===== src/rtl/uart_rx_ctrl_pkg.sv =====
// Shared types and constants for the UART receive controller.
package uart_pkg;

   localparam int DATA_BITS       = 8;
   localparam int DEFAULT_CLK_DIV = 868;

   typedef enum logic [1:0] {
      IDLE  = 2'd0,
      START = 2'd1,
      DATA  = 2'd2,
      STOP  = 2'd3
   } uart_state_e;

endpackage


===== src/rtl/uart_rx_ctrl_if.sv =====
// Bundle of the serial line, control, FIFO read port and status of the receiver.
interface uart_rx_ctrl_if;
   import uart_pkg::*;

   // Read handshake: rdy is the valid for data; a byte leaves the FIFO on any
   // rising clk edge where rd and rdy are both high. rd with rdy low is ignored.
   logic                 x;
   logic                 en;
   logic                 rd;
   logic                 clr;
   logic                 rdy;
   logic [DATA_BITS-1:0] data;
   logic                 frame_err;
   logic                 overrun;
   uart_state_e          state;

   modport master (
      output x, en, rd, clr,
      input  rdy, data, frame_err, overrun, state
   );

   modport slave (
      input  x, en, rd, clr,
      output rdy, data, frame_err, overrun, state
   );

endinterface


===== src/rtl/uart_rx_ctrl_fifo.sv =====
// Receive FIFO: extra pointer MSB tells full from empty; a pop frees room for a same-cycle push.
module rx_fifo #(
   parameter int WIDTH = 8,
   parameter int DEPTH = 4
) (
   input  logic             clk,
   input  logic             rst_n,
   input  logic             push_i,
   input  logic [WIDTH-1:0] data_i,
   input  logic             pop_i,
   output logic [WIDTH-1:0] data_o,
   output logic             full_o,
   output logic             empty_o
);

   localparam int AW = $clog2(DEPTH);

   logic [WIDTH-1:0] mem_q [DEPTH];
   logic [AW:0]      wr_ptr_q, wr_ptr_d;
   logic [AW:0]      rd_ptr_q, rd_ptr_d;
   logic             pop_ok;
   logic             push_ok;

   assign empty_o = (wr_ptr_q == rd_ptr_q);
   assign full_o  = (wr_ptr_q[AW] != rd_ptr_q[AW]) &&
                    (wr_ptr_q[AW-1:0] == rd_ptr_q[AW-1:0]);

   assign pop_ok  = pop_i && !empty_o;
   assign push_ok = push_i && (!full_o || pop_ok);

   assign data_o  = empty_o ? '0 : mem_q[rd_ptr_q[AW-1:0]];

   always_comb begin
      wr_ptr_d = wr_ptr_q;
      rd_ptr_d = rd_ptr_q;
      if (push_ok) wr_ptr_d = wr_ptr_q + (AW+1)'(1);
      if (pop_ok)  rd_ptr_d = rd_ptr_q + (AW+1)'(1);
   end

   always_ff @(posedge clk) begin
      if (!rst_n) begin
         wr_ptr_q <= '0;
         rd_ptr_q <= '0;
      end else begin
         wr_ptr_q <= wr_ptr_d;
         rd_ptr_q <= rd_ptr_d;
      end
   end

   always_ff @(posedge clk) begin
      if (push_ok) mem_q[wr_ptr_q[AW-1:0]] <= data_i;
   end

endmodule


===== src/rtl/uart_rx_ctrl.sv =====
// 8N1 UART receiver: synchronizer, bit-timing FSM, sticky error flags and a receive FIFO.
module uart_rx_ctrl
   import uart_pkg::*;
#(
   parameter int CLK_DIV    = DEFAULT_CLK_DIV,
   parameter int FIFO_DEPTH = 4
) (
   input  logic           clk,
   input  logic           rst_n,
   uart_rx_ctrl_if.slave  bus
);

   localparam int            CW        = $clog2(CLK_DIV);
   localparam int            BW        = $clog2(DATA_BITS);
   localparam logic [CW-1:0] HALF_LOAD = CW'(CLK_DIV/2 - 1);
   localparam logic [CW-1:0] FULL_LOAD = CW'(CLK_DIV - 1);
   localparam logic [BW-1:0] LAST_BIT  = BW'(DATA_BITS - 1);

   logic                 sync1_q, xs_q, xs_prev_q;
   uart_state_e          state_q, state_d;
   logic [CW-1:0]        cnt_q, cnt_d;
   logic [BW-1:0]        bit_idx_q, bit_idx_d;
   logic [DATA_BITS-1:0] shift_q, shift_d;
   logic                 armed_q, armed_d;
   logic                 frame_err_q, frame_err_d;
   logic                 overrun_q, overrun_d;
   logic                 push, frame_set, cnt_zero;
   logic                 fifo_full, fifo_empty, pop_req, overrun_set;
   logic [DATA_BITS-1:0] fifo_data;

   assign cnt_zero = (cnt_q == '0);

   always_comb begin
      state_d   = state_q;
      cnt_d     = cnt_q;
      bit_idx_d = bit_idx_q;
      shift_d   = shift_q;
      armed_d   = armed_q | xs_q;
      push      = 1'b0;
      frame_set = 1'b0;
      case (state_q)
         IDLE: begin
            if (armed_q && xs_prev_q && !xs_q) begin
               state_d = START;
               cnt_d   = HALF_LOAD;
            end
         end
         START: begin
            if (!cnt_zero) begin
               cnt_d = cnt_q - CW'(1);
            end else if (!xs_q) begin
               state_d   = DATA;
               cnt_d     = FULL_LOAD;
               bit_idx_d = '0;
            end else begin
               state_d = IDLE;
            end
         end
         DATA: begin
            if (!cnt_zero) begin
               cnt_d = cnt_q - CW'(1);
            end else begin
               shift_d = {xs_q, shift_q[DATA_BITS-1:1]};
               cnt_d   = FULL_LOAD;
               if (bit_idx_q == LAST_BIT) state_d = STOP;
               else                       bit_idx_d = bit_idx_q + BW'(1);
            end
         end
         STOP: begin
            if (!cnt_zero) begin
               cnt_d = cnt_q - CW'(1);
            end else begin
               state_d = IDLE;
               if (xs_q) begin
                  push = 1'b1;
               end else begin
                  frame_set = 1'b1;
                  armed_d   = 1'b0;
               end
            end
         end
         default: state_d = IDLE;
      endcase
      // Disabling abandons any frame in flight; nothing it produced is kept.
      if (!bus.en) begin
         state_d   = IDLE;
         cnt_d     = '0;
         bit_idx_d = '0;
         push      = 1'b0;
         frame_set = 1'b0;
      end
   end

   assign pop_req     = bus.rd && !fifo_empty;
   assign overrun_set = push && fifo_full && !pop_req;

   always_comb begin
      frame_err_d = frame_err_q | frame_set;
      overrun_d   = overrun_q | overrun_set;
      if (bus.clr) begin
         frame_err_d = 1'b0;
         overrun_d   = 1'b0;
      end
   end

   always_ff @(posedge clk) begin
      if (!rst_n) begin
         sync1_q     <= 1'b1;
         xs_q        <= 1'b1;
         xs_prev_q   <= 1'b1;
         state_q     <= IDLE;
         cnt_q       <= '0;
         bit_idx_q   <= '0;
         shift_q     <= '0;
         armed_q     <= 1'b1;
         frame_err_q <= 1'b0;
         overrun_q   <= 1'b0;
      end else begin
         sync1_q     <= bus.x;
         xs_q        <= sync1_q;
         xs_prev_q   <= xs_q;
         state_q     <= state_d;
         cnt_q       <= cnt_d;
         bit_idx_q   <= bit_idx_d;
         shift_q     <= shift_d;
         armed_q     <= armed_d;
         frame_err_q <= frame_err_d;
         overrun_q   <= overrun_d;
      end
   end

   rx_fifo #(
      .WIDTH (DATA_BITS),
      .DEPTH (FIFO_DEPTH)
   ) u_fifo (
      .clk     (clk),
      .rst_n   (rst_n),
      .push_i  (push),
      .data_i  (shift_q),
      .pop_i   (bus.rd),
      .data_o  (fifo_data),
      .full_o  (fifo_full),
      .empty_o (fifo_empty)
   );

   assign bus.rdy       = !fifo_empty;
   assign bus.data      = fifo_data;
   assign bus.frame_err = frame_err_q;
   assign bus.overrun   = overrun_q;
   assign bus.state     = state_q;

endmodule


===== src/flat_wrapper.sv =====
// flat-port wrapper written by rule: the top's interface ports become plain ports
module uart_rx_ctrl_flat import uart_pkg::*;
#(
   parameter int CLK_DIV    = DEFAULT_CLK_DIV,
   parameter int FIFO_DEPTH = 4
)
  (clk, rst_n, bus_x, bus_en, bus_rd, bus_clr, bus_rdy, bus_data, bus_frame_err, bus_overrun, bus_state);
  uart_rx_ctrl_if bus_i ();
  input  logic clk;
  input  logic rst_n;
  input wire logic [$bits(bus_i.x)-1:0] bus_x;
  input wire logic [$bits(bus_i.en)-1:0] bus_en;
  input wire logic [$bits(bus_i.rd)-1:0] bus_rd;
  input wire logic [$bits(bus_i.clr)-1:0] bus_clr;
  output wire logic [$bits(bus_i.rdy)-1:0] bus_rdy;
  output wire logic [$bits(bus_i.data)-1:0] bus_data;
  output wire logic [$bits(bus_i.frame_err)-1:0] bus_frame_err;
  output wire logic [$bits(bus_i.overrun)-1:0] bus_overrun;
  output wire logic [$bits(bus_i.state)-1:0] bus_state;
  assign bus_i.x = bus_x;
  assign bus_i.en = bus_en;
  assign bus_i.rd = bus_rd;
  assign bus_i.clr = bus_clr;
  assign bus_rdy = bus_i.rdy;
  assign bus_data = bus_i.data;
  assign bus_frame_err = bus_i.frame_err;
  assign bus_overrun = bus_i.overrun;
  assign bus_state = bus_i.state;
  uart_rx_ctrl #(.CLK_DIV(CLK_DIV), .FIFO_DEPTH(FIFO_DEPTH)) u_core (.clk(clk), .rst_n(rst_n), .bus(bus_i));
endmodule

===== config.mk =====
export PLATFORM = sky130hd
export DESIGN_NAME = uart_rx_ctrl_flat
export DESIGN_NICKNAME = d
export VERILOG_FILES = /design/src/rtl/uart_rx_ctrl_pkg.sv /design/src/rtl/uart_rx_ctrl_if.sv /design/src/rtl/uart_rx_ctrl_fifo.sv /design/src/rtl/uart_rx_ctrl.sv /design/src/flat_wrapper.sv
export SDC_FILE = /design/constraint.sdc
export NUM_CORES = 1
export LEC_CHECK = 0
export BUFFER_PORTS_ARGS = -buffer_cell sky130_fd_sc_hd__buf_2
export CORE_MARGIN = 2
export CORE_UTILIZATION = 30
export CTS_BUF_LIST = sky130_fd_sc_hd__clkbuf_16
export CTS_CLUSTER_SIZE = 10
export DETAILED_ROUTE_END_ITERATION = 7
export PLACE_DENSITY = 0.5
export SYNTH_ARGS = -nofsm -noshare
export SYNTH_HDL_FRONTEND = slang
export SYNTH_SLANG_ARGS = --single-unit

===== constraint.sdc =====
create_clock -name clk -period 2.45 [get_ports clk]
set_input_delay 0 -clock clk [delete_from_list [all_inputs] [get_ports clk]]
set_output_delay 0 -clock clk [all_outputs]
set_load 0.005 [all_outputs]

; After elaboration in Yosys (flattened, before gate mapping)
; Memories as Yosys holds them, arrays and structs flattened. A register that Yosys moved wholly into a read port is not among the register bits.
; Cells that the tools add are included.
[op_classes]
n_bitwise = 4
mux = 34
eq_ne = 16
reduce_logical = 21
n_addsub = 4
[ops]
columns = cell, n
row1 = 2-to-1 mux 10 bit, 5
row2 = one-hot mux 10 bit (4 select lines), 1
row3 = 2-to-1 mux 2 bit, 8
row4 = 2-to-1 mux 1 bit, 13
row5 = 2-to-1 mux 3 bit, 4
row6 = zero test 10 bit, 1
row7 = "inequality test 2 x 1 -> 1 bit, second input constant", 5
row8 = AND reduction 5 bit, 2
row9 = "subtractor 10 x 1 -> 10 bit, second input constant", 1
row10 = "adder 3 x 1 -> 3 bit, second input constant", 3
row11 = 2-to-1 mux 8 bit, 1
row12 = one-hot mux 2 bit (4 select lines), 1
row13 = logical AND 1 bit, 7
row14 = "inequality test 2 bit, second input constant", 3
row15 = one-hot mux 3 bit (2 select lines), 1
row16 = "== test 2 bit, second input constant", 2
row17 = zero test 1 bit, 4
row18 = AND reduction 2 bit, 2
row19 = == test 3 bit, 1
row20 = "== test 3 bit, second input constant", 1
row21 = "inequality test 3 bit, second input constant", 1
row22 = bitwise OR 1 bit, 3
row23 = AND reduction 3 bit, 1
row24 = "== test 2 x 1 -> 1 bit, second input constant", 1
row25 = 7 further kinds, 7
[word_totals]
mem_count = 1
word_cells = 92
ramBits = 32
regBits = 35
output_inout_bits = 13
input_bits = 6
[memory_table]
columns = name, depth, word_bits, rd, rd_clocked_by_memory_dff, write_ports, line_no
row1 = u_core.u_fifo.mem_q, 4, 8, 1, 1, 1, uart_rx_ctrl_fifo.sv:18  ; logic [WIDTH-1:0] mem_q [DEPTH];

; Longest topological paths before layout
[depth]
depth_word = 7
depth_mapped = 7
ltp_nobuf = 7

; By module
; Synthesis repeated with hierarchy kept, for this count alone.
[hier_totals]
hier_cells = 290
hier_area_um2 = 3238.1
[by_module_without_submodules]
columns = mod, cells_each, area_each_um2, seq_area_each_um2, instances
row1 = rx_fifo, 103, 1695.4, 1121.1, 1
row2 = uart_rx_ctrl, 187, 1542.7, 580.6, 1

; Worst setup path after synthesis
; OpenSTA, ideal clock, no wires.
[synth_path]
path_type = register -> register
from = register u_core.cnt_q[2]
to = memory u_core.u_fifo.mem_q[0][0] (enable)
path_stages_with_launch = 5
path_buffers = 0
period_less_slack_ns = 2.020
setup_time_ns = 0.310
setup_slack_ns = 0.430
arrival_time_ns = 1.710
required_time_ns = 2.140
cell_sequence = dfxtp_1 -> nor4_4 -> nand3_4 -> nor4b_4 -> and2_2
[synth_between]
elab_chain_len = 7
[synth_lines]
columns = item, line_no
row1 = start: declaration, uart_rx_ctrl.sv:21  ; logic [CW-1:0] cnt_q, cnt_d;
row2 = start signal: assignment, uart_rx_ctrl.sv:123  ; cnt_q <= cnt_d;
row3 = zero test 10 bit, uart_rx_ctrl.sv:31  ; assign cnt_zero = (cnt_q == '0);
row4 = 2-to-1 mux 1 bit, uart_rx_ctrl.sv:70  ; if (!cnt_zero) begin
row5 = 2-to-1 mux 1 bit, uart_rx_ctrl.sv:41  ; case (state_q)
row6 = 2-to-1 mux 1 bit, uart_rx_ctrl.sv:85  ; if (!bus.en) begin
row7 = logical AND 1 bit, uart_rx_ctrl_fifo.sv:29  ; assign push_ok = push_i && (!full_o || pop_ok);
row8 = 2-to-1 mux 1 bit, uart_rx_ctrl_fifo.sv:51  ; if (push_ok) mem_q[wr_ptr_q[AW-1:0]] <= data_i;
row9 = 2-to-1 mux 1 bit (not written as such), uart_rx_ctrl_fifo.sv:51
row10 = end: declaration, uart_rx_ctrl_fifo.sv:18
; No other way between the ends.

; Final worst setup path
[layout_path]
from = register u_core.cnt_q[8]
to = register u_core.cnt_q[2]
[layout_between]
elab_chain_len = 3
word_cells_on_any_way = 7
cone_classes = eq/ne (2) / mux (3) / reduce/logical (2)
[layout_lines]
columns = item, line_no
row1 = zero test 10 bit *, uart_rx_ctrl.sv:31
row2 = "2-to-1 mux 10 bit, or another cell as far along", uart_rx_ctrl.sv:60  ; if (!cnt_zero) begin
row3 = one-hot mux 10 bit (4 select lines) or AND reduction 3 bit (tied branches), n/a
; Every way passes the cells marked *; elsewhere a longest branch is shown, timed or not.
; A chain may end at the register's enable or synchronous reset.

==> impl_metrics.toml <==
[run_status]
outcome = "complete, no violations"

[worst_setup_path]
worstSetupStartpointType = "register"
crit_fanout = 17
criticalPathCategory = "reg2reg"
end_kind = "register"
required_ns = 2.67
cp.arrival_ns = 2.32

[die]
die_width_um = 106
ios = 19
core-area_um2 = 10200
start_util = 0.304
die_area_um2 = 11200
fp.dieH_um = 106
rows = 37

[clocking]
numCtsBuffers = 9
postCtsSetupRepairBufs = 0
hold_buffers = 4
clk-insertion-delay-late_ns = 0.33
cts_resized = 0
cts_tree = "done"
clock_sinks = 69
cts_root_buffer = "clkbuf_16"
clockBufferDepth = 2
clk_pin_slew_ns = 0.06
cts_max_level = 3

[synth]
ys_ff_latch = 69
ys_async_sr_fraction = 0
yosysWarnings = 0
seq_area_frac_synth = 0.549
ys_dominant_reg_cell = "dfxtp_1"
netlist_instances = 264
ys_types = 52
synth.cell_area_um2 = 3100
synth_area_per_cell_um2 = 11.7
synth_edf_count = 32
synth_fp_nets = 282

[layout]
num-nets-final = 310
num_antenna_cells = 0
area_growth_pct = 20.2
multi_input_area_um2 = 1320
fillers = 1032
seqCellArea_um2 = 1700
drive_gt1_frac = 0.219

[timing]
tightest_slew_ns = 0.575
relSlewSlack = 0.614
fin_setup_tns_ns = 0
skew_ns = 0.00596
finalCritPeriodShare = 0.857
fmax_mhz = 476
setup_viol = 0
rsz0062_at_grt = "false"
finalCriticalPeriod_ns = 2.10
finalHoldViolCount = 0
slew_violations = 0

[power_and_ir_drop]
vdd_drop_max_mv = 0.428
p_leak_uw = 0.00139
p_per_area_nw_per_um2 = 734
fin_total_pwr_uw = 2730

[routing]
drc = 0
drt_iter0_drc = 62
viasPerCell = 4.80
first_pass_iters = 4
ant_nets = 0
via_count = 2080
wirelength_um = 6090
wire_per_inst_um = 14.1

[min_path]
min_path_type = "in2reg"

[grt]
grt_pass1_vias = 2019
grt_pass1_wl_um = 10200
track_usage = 0.118
antenna_found_initial = 0
overflow = 0
grt_max_degree = 18

[run]
drv_cap = 0

[placement]
globalplace.congestion = 0.814
dp_hpwl_um = 4330
io_buffers = 18
path summary, 6_finish.rpt:
kind / startpoint / end / slack [ns] / cells past startpoint
setup reg to reg: u_core.cnt_q[8] / u_core.cnt_q[2] / 0.35 / 5
setup / recovery: u_core.cnt_q[8] / u_core.cnt_q[2] / 0.35 / 5
hold / removal: bus_rd / u_core.u_fifo.rd_ptr_q[2] / 0.06 / 4
hold reg to reg: u_core.sync1_q / u_core.xs_q / 0.41 / 1
flip-flops by register name, summed over array words and instances, names as in the netlist, named ones only:
signal	count
u_core.bus.frame_err	1
u_core.xs_prev_q	1
u_core.armed_q	1
u_core.shift_q	8
u_core.u_fifo.mem_q	32
u_core.u_fifo.wr_ptr_q	3
u_core.sync1_q	1
u_core.bus.overrun	1
u_core.xs_q	1
u_core.u_fifo.rd_ptr_q	3
u_core.cnt_q	10
u_core.bit_idx_q	3
u_core.bus.state	1
final cells by class:
type / count / share of cell area
inverters: 8 / 0.00806
well taps: 136 / 0.0457
flip-flops and latches: 69 / 0.457
multi-input cells: 177 / 0.355
clock inverters: 7 / 0.0286
repair buffers: 27 / 0.0450
clock buffers: 9 / 0.0605
through the flow:
stage	hold WS, ns	util	instances	setup WS, ns	instance area (um2)
2_1_floorplan	0.0730	-	264	0.430	3100
3_3_place_gp	0.188	0.329	413	0.401	3350
3_5_place_dp	0.186	0.329	413	0.354	3350
4_1_cts	0.0423	0.366	433	0.343	3720
5_1_grt	0.0728	0.366	433	0.197	3720
6_report	0.0643	0.366	433	0.350	3720
synth_stat cells (all sizes together) (2+ instances only):
cell	n	area, um2
nand3	12	72.6
a21oi	19	95.1
nor2	19	71.3
mux2i	3	30.0
nand2	21	81.3
buf	2	12.5
xnor2	4	35.0
ha	12	150
nor4	3	40.0
clkbuf	8	30.0
xor2	3	26.3
and2	14	92.6
nor3	7	35.0
a21o	5	37.5
inv	7	26.3
a22o	4	36.3
dfxtp	37	741
o22a	2	17.5
nand2b	5	31.3
o21ai	7	35.0
nand3b	2	15.0
a31oi	6	37.5
mux4	8	180
o32ai	2	17.5
edfxtp	32	961
a22oi	2	15.0
metal layers:
| layer | routed length [um] | vias up | track usage |
|---|---|---|---|
| li1 | - | 1035 | - |
| met5 | 0 | - | 0 |
| met4 | 73 | 0 | 0.0423 |
| met1 | 2760 | 999 | 0.142 |
| met2 | 3000 | 39 | 0.199 |
| met3 | 252 | 7 | 0.0377 |
report_power, final:
part,internal (uW),switching (uW),leakage [uW]
sequential,1200,6.73,0.000595
clock,908,512,0.000163
combinational,39.8,64.3,0.000630
total,2150,583,0.00139
kinds of logic after synthesis:
logic type / after synthesis / share of synthesized area
flops: 69 / 0.549
compound gates: 56 / 0.122
buf+inv: 18 / 0.0234
mux: 12 / 0.0715
xor+xnor: 7 / 0.0198
fa+ha+maj: 12 / 0.0485
simple gates: 90 / 0.166
worst max-delay path, stage by stage (launching register included):
cell and delay, ns:
dfxtp_1 0.34, nor4_2 0.57, and3_2 0.48, a21o_1 0.27, nor3_1 0.09, a22o_2 0.25
cell usage in the layout, fill, tap and decap left out, drive strengths merged, types with 4 or more instances in the layout:
cell type	count
dfxtp	37
edfxtp	32
buf	23
nand2	21
nor2	19
a21oi	19
and2	14
ha	12
nand3	12
inv	10
clkbuf	9
mux4	8
nor3	7
o21ai	7
a31oi	6
a21o	5
nand2b	5
xnor2	4
dlygate4sd3	4
a22o	4
(Power assumes the default switching activity.)
